==> config.mk <==
export PLATFORM = sky130hd
export DESIGN_NAME = spi_controller
export DESIGN_NICKNAME = d
export VERILOG_FILES = /design/src/rtl/spi_pkg.sv /design/src/rtl/spi_cmd_fifo.sv /design/src/rtl/spi_controller.sv
export SDC_FILE = /design/constraint.sdc
export NUM_CORES = 1
export LEC_CHECK = 0
export ABC_AREA = 1
export BUFFER_PORTS_ARGS = -buffer_cell sky130_fd_sc_hd__buf_4
export CAP_MARGIN = 20
export CORE_UTILIZATION = 50
export CTS_CLUSTER_DIAMETER = 100
export DETAILED_ROUTE_END_ITERATION = 6
export PLACE_DENSITY = 0.75
export RECOVER_POWER = 50
export SYNTH_ARGS = -nofsm -noshare
export SYNTH_HDL_FRONTEND = slang
export SYNTH_SLANG_ARGS = --single-unit
==> constraint.sdc <==
create_clock -name clk -period 2.73 [get_ports clk]
set_clock_uncertainty 0.2 [all_clocks]
set_input_delay 0.273 -clock clk [delete_from_list [all_inputs] [get_ports clk]]
set_output_delay 0.273 -clock clk [all_outputs]
set_load 0.05 [all_outputs]
==> src/rtl/spi_pkg.sv <==
`timescale 1ns/1ps
`default_nettype none
// ============================================================================
// Module   : spi_pkg
// Purpose  : Shared definitions for the spi_controller slice: frame geometry,
//            peripheral register addresses, FSM state encoding and the
//            packed command word.
// Revision : 1.0 - initial release
// ============================================================================
package spi_pkg;

  localparam int SPI_FRAME_W = 16;
  localparam int SPI_ADDR_W  = 7;
  localparam int SPI_DATA_W  = 8;

  // Peripheral register map
  localparam logic [SPI_ADDR_W-1:0] ADDR_EN_OUT_7_0  = 7'h00;
  localparam logic [SPI_ADDR_W-1:0] ADDR_EN_OUT_15_8 = 7'h01;
  localparam logic [SPI_ADDR_W-1:0] ADDR_EN_PWM_7_0  = 7'h02;
  localparam logic [SPI_ADDR_W-1:0] ADDR_EN_PWM_15_8 = 7'h03;
  localparam logic [SPI_ADDR_W-1:0] ADDR_PWM_DUTY    = 7'h04;

  typedef enum logic [2:0] {
    ST_IDLE  = 3'd0,
    ST_LEAD  = 3'd1,
    ST_HIGH  = 3'd2,
    ST_LOW   = 3'd3,
    ST_TRAIL = 3'd4,
    ST_GAP   = 3'd5
  } spi_state_e;

  typedef struct packed {
    logic                  write;
    logic [SPI_ADDR_W-1:0] addr;
    logic [SPI_DATA_W-1:0] data;
  } spi_cmd_t;

  // Wire order of a command on the link, MSB first.
  function automatic logic [SPI_FRAME_W-1:0] spi_frame(input spi_cmd_t c);
    return {c.write, c.addr, c.data};
  endfunction

endpackage
`default_nettype wire

==> src/rtl/spi_cmd_fifo.sv <==
`timescale 1ns/1ps
`default_nettype none
// ============================================================================
// Module   : spi_cmd_fifo
// Purpose  : Synchronous command FIFO with full/empty flags. Read data is
//            the head entry, valid whenever empty_o is low (show-ahead).
// Ports    : clk, rst (async, active high)
//            push_i/wdata_i  - write side, ignored when full
//            pop_i/rdata_o   - read side, pop ignored when empty
//            full_o, empty_o - occupancy flags
// Revision : 1.0 - initial release
// ============================================================================
module spi_cmd_fifo #(
  parameter int DEPTH = 4,
  parameter int WIDTH = 16
) (
  input  logic             clk,
  input  logic             rst,
  input  logic             push_i,
  input  logic [WIDTH-1:0] wdata_i,
  input  logic             pop_i,
  output logic [WIDTH-1:0] rdata_o,
  output logic             full_o,
  output logic             empty_o
);

  localparam int AW = $clog2(DEPTH);

  logic [WIDTH-1:0] mem_q [DEPTH];
  // One extra pointer bit distinguishes full from empty when indices match.
  logic [AW:0]      wptr_q;
  logic [AW:0]      rptr_q;
  logic             do_push;
  logic             do_pop;

  assign empty_o = (wptr_q == rptr_q);
  assign full_o  = (wptr_q[AW] != rptr_q[AW]) && (wptr_q[AW-1:0] == rptr_q[AW-1:0]);
  assign do_push = push_i && !full_o;
  assign do_pop  = pop_i && !empty_o;
  assign rdata_o = mem_q[rptr_q[AW-1:0]];

  always_ff @(posedge clk or posedge rst) begin
    if (rst) begin
      wptr_q <= '0;
      rptr_q <= '0;
    end else begin
      if (do_push) wptr_q <= wptr_q + (AW+1)'(1);
      if (do_pop)  rptr_q <= rptr_q + (AW+1)'(1);
    end
  end

  // Storage needs no reset: entries are only read after being written.
  always_ff @(posedge clk) begin
    if (do_push) mem_q[wptr_q[AW-1:0]] <= wdata_i;
  end

endmodule
`default_nettype wire

==> src/rtl/spi_controller.sv <==
`timescale 1ns/1ps
`default_nettype none
// ============================================================================
// Module   : spi_controller
// Purpose  : SPI mode-0 initiator for 16-bit {write, addr[6:0], data[7:0]}
//            register-write frames. Commands arrive on a valid/ready
//            handshake; each is shifted MSB-first on registered SCLK/MOSI/
//            CS_n, paced in clk cycles for a synchronised peripheral.
// Ports    : clk, rst (async, active high)
//            req_valid/req_ready, req_write, req_addr, req_data - command in
//            busy  - frame, CS gap (or queued command) in progress
//            done  - one-cycle pulse per completed frame
//            sclk, mosi, cs_n - SPI link (sclk idles low)
// Config   : SPI_CONTROLLER_FIFO_EN - when defined, a FIFO_DEPTH command
//            FIFO buffers requests in front of the FSM.
// Revision : 1.0 - initial release
// ============================================================================
module spi_controller
  import spi_pkg::*;
#(
  parameter int HALF_PERIOD = 4,
  parameter int CS_GAP      = 4,
  parameter int FIFO_DEPTH  = 4
) (
  input  logic                  clk,
  input  logic                  rst,
  input  logic                  req_valid,
  output logic                  req_ready,
  input  logic                  req_write,
  input  logic [SPI_ADDR_W-1:0] req_addr,
  input  logic [SPI_DATA_W-1:0] req_data,
  output logic                  busy,
  output logic                  done,
  output logic                  sclk,
  output logic                  mosi,
  output logic                  cs_n
);

  // The peripheral needs >= 3 cycles per SCLK level after its synchroniser.
  generate
    if (HALF_PERIOD < 4 || CS_GAP < 4 || FIFO_DEPTH < 2 ||
        (FIFO_DEPTH & (FIFO_DEPTH - 1)) != 0) begin : g_param_check
      $error("spi_controller: illegal HALF_PERIOD, CS_GAP or FIFO_DEPTH");
    end
  endgenerate

  localparam int TMR_MAX = (HALF_PERIOD > CS_GAP) ? HALF_PERIOD : CS_GAP;
  localparam int TMR_W   = $clog2(TMR_MAX);
  localparam logic [TMR_W-1:0] HP_LOAD  = TMR_W'(HALF_PERIOD - 1);
  localparam logic [TMR_W-1:0] GAP_LOAD = TMR_W'(CS_GAP - 1);
  localparam logic [4:0]       LAST_BIT = 5'(SPI_FRAME_W - 1);

  spi_state_e             state_q;
  logic [TMR_W-1:0]       tmr_q;      // cycles left in the current state, minus one
  logic [4:0]             bit_cnt_q;  // completed SCLK high phases
  logic [SPI_FRAME_W-1:0] shift_q;
  logic                   sclk_q;
  logic                   mosi_q;
  logic                   cs_n_q;
  logic                   done_q;

  spi_cmd_t               cmd_in;     // command presented to IDLE
  logic                   cmd_avail;  // IDLE may load cmd_in this cycle

`ifdef SPI_CONTROLLER_FIFO_EN
  logic     fifo_full;
  logic     fifo_empty;
  spi_cmd_t fifo_rdata;
  spi_cmd_t fifo_wdata;

  assign fifo_wdata = '{write: req_write, addr: req_addr, data: req_data};
  assign req_ready  = !fifo_full && !rst;
  // IDLE pops the head the same cycle it loads the shift register.
  assign cmd_avail  = (state_q == ST_IDLE) && !fifo_empty;
  assign cmd_in     = fifo_rdata;
  assign busy       = (state_q != ST_IDLE) || !fifo_empty;

  spi_cmd_fifo #(
    .DEPTH (FIFO_DEPTH),
    .WIDTH ($bits(spi_cmd_t))
  ) u_cmd_fifo (
    .clk     (clk),
    .rst     (rst),
    .push_i  (req_valid && req_ready),
    .wdata_i (fifo_wdata),
    .pop_i   (cmd_avail),
    .rdata_o (fifo_rdata),
    .full_o  (fifo_full),
    .empty_o (fifo_empty)
  );
`else
  assign req_ready = (state_q == ST_IDLE) && !rst;
  assign cmd_avail = req_valid && req_ready;
  assign cmd_in    = '{write: req_write, addr: req_addr, data: req_data};
  assign busy      = (state_q != ST_IDLE);
`endif

  // All link outputs are set on the transition into each state, so they
  // are registered and always consistent with state_q.
  always_ff @(posedge clk or posedge rst) begin
    if (rst) begin
      state_q   <= ST_IDLE;
      tmr_q     <= '0;
      bit_cnt_q <= '0;
      shift_q   <= '0;
      sclk_q    <= 1'b0;
      mosi_q    <= 1'b0;
      cs_n_q    <= 1'b1;
      done_q    <= 1'b0;
    end else begin
      done_q <= 1'b0;
      case (state_q)
        ST_IDLE: begin
          if (cmd_avail) begin
            shift_q   <= spi_frame(cmd_in);
            mosi_q    <= cmd_in.write;
            bit_cnt_q <= '0;
            cs_n_q    <= 1'b0;
            sclk_q    <= 1'b0;
            tmr_q     <= HP_LOAD;
            state_q   <= ST_LEAD;
          end
        end
        ST_LEAD: begin
          if (tmr_q == '0) begin
            sclk_q  <= 1'b1;
            tmr_q   <= HP_LOAD;
            state_q <= ST_HIGH;
          end else begin
            tmr_q <= tmr_q - TMR_W'(1);
          end
        end
        ST_HIGH: begin
          if (tmr_q == '0) begin
            bit_cnt_q <= bit_cnt_q + 5'd1;
            sclk_q    <= 1'b0;
            tmr_q     <= HP_LOAD;
            if (bit_cnt_q == LAST_BIT) begin
              state_q <= ST_TRAIL;
            end else begin
              // Next bit goes out on the falling edge, half a period
              // ahead of the rising edge that samples it.
              shift_q <= {shift_q[SPI_FRAME_W-2:0], 1'b0};
              mosi_q  <= shift_q[SPI_FRAME_W-2];
              state_q <= ST_LOW;
            end
          end else begin
            tmr_q <= tmr_q - TMR_W'(1);
          end
        end
        ST_LOW: begin
          if (tmr_q == '0) begin
            sclk_q  <= 1'b1;
            tmr_q   <= HP_LOAD;
            state_q <= ST_HIGH;
          end else begin
            tmr_q <= tmr_q - TMR_W'(1);
          end
        end
        ST_TRAIL: begin
          if (tmr_q == '0) begin
            cs_n_q  <= 1'b1;
            done_q  <= 1'b1;
            tmr_q   <= GAP_LOAD;
            state_q <= ST_GAP;
          end else begin
            tmr_q <= tmr_q - TMR_W'(1);
          end
        end
        ST_GAP: begin
          if (tmr_q == '0) begin
            state_q <= ST_IDLE;
          end else begin
            tmr_q <= tmr_q - TMR_W'(1);
          end
        end
        default: begin
          cs_n_q  <= 1'b1;
          sclk_q  <= 1'b0;
          state_q <= ST_IDLE;
        end
      endcase
    end
  end

  assign sclk = sclk_q;
  assign mosi = mosi_q;
  assign cs_n = cs_n_q;
  assign done = done_q;

endmodule
`default_nettype wire

==> results.md, run 1 <==
* Core Box Area at 0.00305 mm2
* Hold_sp: req_addr[2]
* Synth top area share at 0.434
* Crit end category: primary output
* Flop2flop setup slack at 0.82 ns
* Yosys cell types at 23
* Initial antenna violation count at 0
* CTS tree: built
* Final Max Slew Viols at 0
* Root buffer cell: clkbuf_4
* Critical R2R Launch: bit_cnt_q[0]$_DFFE_PP0P_
* Num rows at 20
* # port buffers at 24
* Avg Synthesized Cell Area at 7.17 um2
* Footprint of the multi-input gates at 772 um2
* Die Span X at 58.8 um
* Final setup viols at 0
* Layout cell share with drive strength beyond 1 at 0.169
* CP required at 2.26 ns
* Final nets at 276
* Fillcell total at 292
* Worst Setup SP: state_q[0]$_DFFE_PP0P_
* Post-DP HPWL at 2.12 mm
* Total track usage at 0.205
* Ys async rst share at 1.00
* Vias per cell at 4.80
* Crit path max fanout at 7
* DR iter-0 viols at 58
* ANT cells at 0
* CP startpoint kind: flip-flop
* Max Root-Sink Buffers at 2
* Via count at 1434
* Ys flop type: dfrtp_1
* Unrepaired setup endpoints after global routing: false
* Syn Std Cell Area at 0.00161 mm2
* P per Cell Area at 1090 mW/mm2
* ANT nets after route at 0
* Syn Inst Count at 225
* Synth area leader: dfrtp_1
* GP Congestion at 0.856
* Final WL at 3.10 mm
* Most common cell in the netlist: nand2_1
* Worst vdd ir at 0.611 mV
* Worst slew margin at 0.608
* Vias in the first global route at 1234
* Worst-Margin Slew at 0.590 ns
* Reg area at 727 um2
* Post_cts resized at 0
* Largest net degree at the start of global routing at 30
* Worst min path class: primary input to flip-flop
* Pre-Repair DR Iteration Count at 4
* Setup CP Type: flip-flop to primary output
* Total CTS buffers at 5
* Hold Crit Depth at 5
* Final hold viol count at 0
* Htree depth at 2
* Yosys reg bits at 29
* Syn nets at 247
* Gr ovfl total at 0
* First-pass GRT wire length at 5.26 mm
* Register area share after synthesis at 0.451
* Latest clock arrival within the worst-skew pair at 0.33 ns
* Synth Warn # at 0
* Reg-to-Reg End: mosi$_DFFE_PP0P_
* Crit path DAT at 1.53 ns
* Area grow syn2layout at 16.1%
* Top cells by area, synth: dfrtp_1 (43%), nand2_1 (30%), inv_1 (3.5%)
* Synth top cells by count: nand2_1 (127), dfrtp_1 (28), inv_1 (15), nor2_1 (11), nand3_1 (8)
* Final Util at 0.614
* Average routed wire per standard cell at 10.4 um
* Tmin final at 2.00 ns
* Clock Sink Count at 29
* Num ports at 25
* Post-synth EDFFs at 0
* R2R depth at 9
* Leak pwr at 0.00106 uW
* Clock-pin slew on the worst setup and hold paths at 0.11 ns
* Starting Density at 0.528
* Die area at 0.00346 mm2
* Fmax at 499 MHz
* Max-cap viol count at 0
* Post-route DRC violation count at 0
* Final period util at 0.734
* WHS Endpoint: shift_q[10]$_DFFE_PP0P_
* Status: completed
* Die Y-Extent at 58.8 um
* Sum Neg Setup Slack at 0 ns
## cell type report
type / count / area share
Timing Repair Buffer: 27 / 0.107
Clock inverter: 3 / 0.00935
Tap cell: 44 / 0.0294
Sequential cell: 29 / 0.388
Clock buffer: 5 / 0.0200
Multi-Input combinational cell: 174 / 0.412
Inverter: 17 / 0.0341
## worst max-delay path, stage by stage, from the launching register on
cell and delay [ns]:
dfrtp_1 0.47, nor2_4 0.25, nand2_1 0.16, nor2_1 0.12, buf_4 0.20
## repair_timing
item,4_1_cts,5_1_grt
buffers inserted,0,0
setup endpoints to repair,0,0
endpoints found under the hold margin,29,0
hold buffers,2,0
## registers in the layout, summed over array words and instances, names as in the netlist
signal,cells
sclk,1
tmr_q,2
shift_q,15
mosi,1
cs_n,1
state_q,3
bit_cnt_q,5
done,1
## where the power goes
group          total (uW)  switching (uW)  internal, uW  leakage (uW)
clock network         258             161          97.0     0.0000310
logic                1030             707           326      0.000663
registers             748             132           616      0.000362
## layout by cell type (no fill, tap or decap), types with 2 or more instances in the layout
master and n:
nand2_1 127, dfrtp_1 28, buf_4 22, inv_1 15, nor2_1 11, nand3_1 8
clkbuf_4 6, o21ai_0 5, a21oi_1 4, o21ai_1 3, ha_1 3, nor2_4 2
nand3_2 2, inv_2 2, or2_2 2, clkinv_2 2, dlygate4sd3_1 2, clkbuf_1 2
## how the worst max path moves through the flow
stage,to,depth (start not counted)
after detailed placement,mosi$_DFFE_PP0P_,9
after CTS,req_ready,4
after global routing,req_ready,4
after floorplan,req_ready,3
final,req_ready,4
after global placement,shift_q[14]$_DFFE_PP0P_,9
## per-stage QoR
stage | power (uW) | hold WS, ns | std cells | cell area (um2) | setup slack [ns]
6_report | 2040 | 0.0254 | 299 | 1870 | 0.727
5_1_grt | 2240 | 0.0200 | 299 | 1870 | 0.626
4_1_cts | 2070 | 0.0107 | 299 | 1880 | 0.709
3_5_place_dp | 1800 | 0.210 | 289 | 1810 | 0.829
3_3_place_gp | 1790 | 0.205 | 289 | 1810 | 0.877
2_1_floorplan | 1620 | 0.159 | 225 | 1610 | 0.450
## cells by family (layout without fill, tap and decap cells)
| kind of cell | after synthesis | count (layout) | share of synthesized area |
|---|---|---|---|
| buf+inv | 22 | 52 | 0.0706 |
| compound gates | 14 | 14 | 0.0465 |
| simple gates | 157 | 157 | 0.409 |
| flops | 29 | 29 | 0.451 |
| fa+ha+maj | 3 | 3 | 0.0233 |
## layer usage
metal | wire (um) | part of all wire | global-route usage
met1 | 1530 | 0.49 | 0.280
met5 | 0 | 0 | 0
met2 | 1370 | 0.44 | 0.312
met4 | 46 | 0.015 | 0.0918
met3 | 154 | 0.050 | 0.0462
No activity file was read; power rests on OpenSTA's default activity.
==> run 2: changes to the inputs <==
- clock period: 2.73 -> 2.05 ns (I/O delays scaled with it)
==> results.md, run 2 (synthesis gave the netlist of run 1 again) <==
* Status: finished with violations
* Failing checks: negative hold slack
* Final Max Slew Viols at 0
* Vias per cell at 4.80
* ANT nets after route at 0
* Flop2flop setup slack at 0.22 ns
* Total CTS buffers at 5
* Total track usage at 0.238
* R2R depth at 10
* Pre-Repair DR Iteration Count at 4
* First-pass GRT wire length at 6.10 mm
* Starting Density at 0.528
* CP startpoint kind: flip-flop
* Critical R2R Launch: bit_cnt_q[0]$_DFFE_PP0P_
* Sequential share of power at 0.336
* Crit-path cells: nor2_4 > nand2_1 > nor2_2 > buf_4
* DR iter-0 viols at 59
* Unrepaired setup endpoints after global routing: false
* Root buffer cell: clkbuf_4
* Crit-path max cell delay at 0.45 ns
* Initial antenna violation count at 0
* Final nets at 293
* Max-cap viol count at 0
* # port buffers at 24
* Htree depth at 2
* Fillcell total at 274
* Dpl cells at 291
* Area grow syn2layout at 28.2%
* Crit end category: primary output
* Leak pwr at 0.00114 uW
* Switching share of total power at 0.471
* Core Box Area at 0.00305 mm2
* Layout cell share with drive strength beyond 1 at 0.169
* Max FFs per register at 15
* Final cell count without fillers at 316
* Net Sw Power at 1380 uW
* Worst slew margin at 0.524
* Tmin final at 1.95 ns
* Worst min path class: primary input to flip-flop
* Hold Crit Depth at 5
* Setup CP Type: flip-flop to primary output
* Commonest non-fill, non-tap cell in the layout: nand2_1
* Reg area at 727 um2
* Worst path slowest cell: dfrtp_1
* Max Root-Sink Buffers at 2
* Clock Sink Count at 29
* Worst vdd ir at 0.948 mV
* Clock share of power at 0.138
* Reg-to-Reg End: shift_q[13]$_DFFE_PP0P_
* Largest net degree at the start of global routing at 30
* Crit path DAT at 1.55 ns
* Crit path max-delay family: simple AND/OR/NAND/NOR gates
* Gr ovfl total at 0
* Hold WS at -0.0000986 ns
* Highest-count cells in the layout ignoring fill and taps: nand2_1 (127), dfrtp_1 (28), buf_4 (22), dlygate4sd3_1 (16), inv_1 (15)
* Final period util at 0.954
* Footprint of the multi-input gates at 782 um2
* Post-route DRC violation count at 0
* Largest registers: shift_q (15), bit_cnt_q (5), state_q (3)
* Final WL at 3.54 mm
* CP bufs+invs at 1
* Latest clock arrival within the worst-skew pair at 0.33 ns
* Comb pwr share at 0.526
* Final setup viols at 0
* Num ports at 25
* ANT cells at 0
* Vias in the first global route at 1439
* Worst-Margin Slew at 0.714 ns
* Crit path max fanout at 7
* GP Congestion at 0.865
* Post-DP HPWL at 2.23 mm
* Biggest register: shift_q
* CP required at 1.64 ns
* Num rows at 20
* Die area at 0.00346 mm2
* Hold_sp: req_addr[5]
* Via count at 1516
* WHS Endpoint: shift_q[13]$_DFFE_PP0P_
* CTS tree: built
* P per Cell Area at 1410 mW/mm2
* Fmax at 512 MHz
* Die Y-Extent at 58.8 um
* Final hold viol count at 1
* Clock-pin slew on the worst setup and hold paths at 0.09 ns
* Int Pwr at 1540 uW
* Average routed wire per standard cell at 11.2 um
* Die Span X at 58.8 um
* Sum Neg Setup Slack at 0 ns
run 2: power groups by stage:
stage	Sequential (uW)	Combinational [uW]	Clock, uW
4_1_cts	977	1490	409
3_3_place_gp	984	1420	0
2_1_floorplan	1040	1120	0
3_5_place_dp	983	1460	0
6_report	981	1530	403
5_1_grt	1010	1740	435
run 2: repair_timing:
| item | in CTS | in global routing |
|---|---|---|
| setup endpoints to repair | 0 | 12 |
| gates resized for setup | 0 | 1 |
| hold buffers | 16 | 0 |
| setup buffers | 0 | 1 |
| hold endpoints to repair | 43 | 0 |
run 2: how the worst max path moves through the flow:
| stage | start | to | slack, ns | cells past startpoint |
|---|---|---|---|---|
| after CTS | state_q[2]$_DFFE_PP0P_ | req_ready | 0.09 | 4 |
| after floorplan | state_q[2]$_DFFE_PP0P_ | req_ready | 0.06 | 3 |
| after global routing | state_q[0]$_DFFE_PP0P_ | req_ready | 0.02 | 4 |
| after detailed placement | bit_cnt_q[0]$_DFFE_PP0P_ | shift_q[13]$_DFFE_PP0P_ | 0.14 | 9 |
| final | state_q[2]$_DFFE_PP0P_ | req_ready | 0.1 | 4 |
| after global placement | bit_cnt_q[0]$_DFFE_PP0P_ | shift_q[14]$_DFFE_PP0P_ | 0.21 | 9 |
run 2: layout make-up:
class,instances,share of cell area
Clock inverter,1,0.00242
Multi-Input combinational cell,174,0.378
Sequential cell,29,0.352
Tap cell,44,0.0266
Inverter,17,0.0309
Timing Repair Buffer,44,0.179
Clock buffer,7,0.0315
run 2: worst reg2reg max path: cells and delay by family, from the launching register on:
family        cells  cell delay [ns]
buf+inv           1             0.14
flops             1             0.42
simple gates      7             0.62
fa+ha+maj         2             0.37
run 2: layer usage:
layer,share of wire,GRT usage
met1,0.47,0.295
met3,0.029,0.0484
met4,0.020,0.112
met2,0.48,0.396
met5,0,0
run 2: per-stage QoR:
| step | area, um2 | setup WS [ns] | total power (uW) | util | hold WS, ns |
|---|---|---|---|---|---|
| final | 2070 | 0.0951 | 2920 | 0.677 | -0.0000986 |
| after floorplan | 1620 | 0.0570 | 2160 | - | 0.0907 |
| after CTS | 2050 | 0.0950 | 2880 | 0.673 | 0.00258 |
| after global placement | 1820 | 0.205 | 2410 | 0.597 | 0.142 |
| after detailed placement | 1820 | 0.135 | 2440 | 0.597 | 0.144 |
| after global routing | 2070 | 0.0181 | 3180 | 0.677 | 0.00484 |
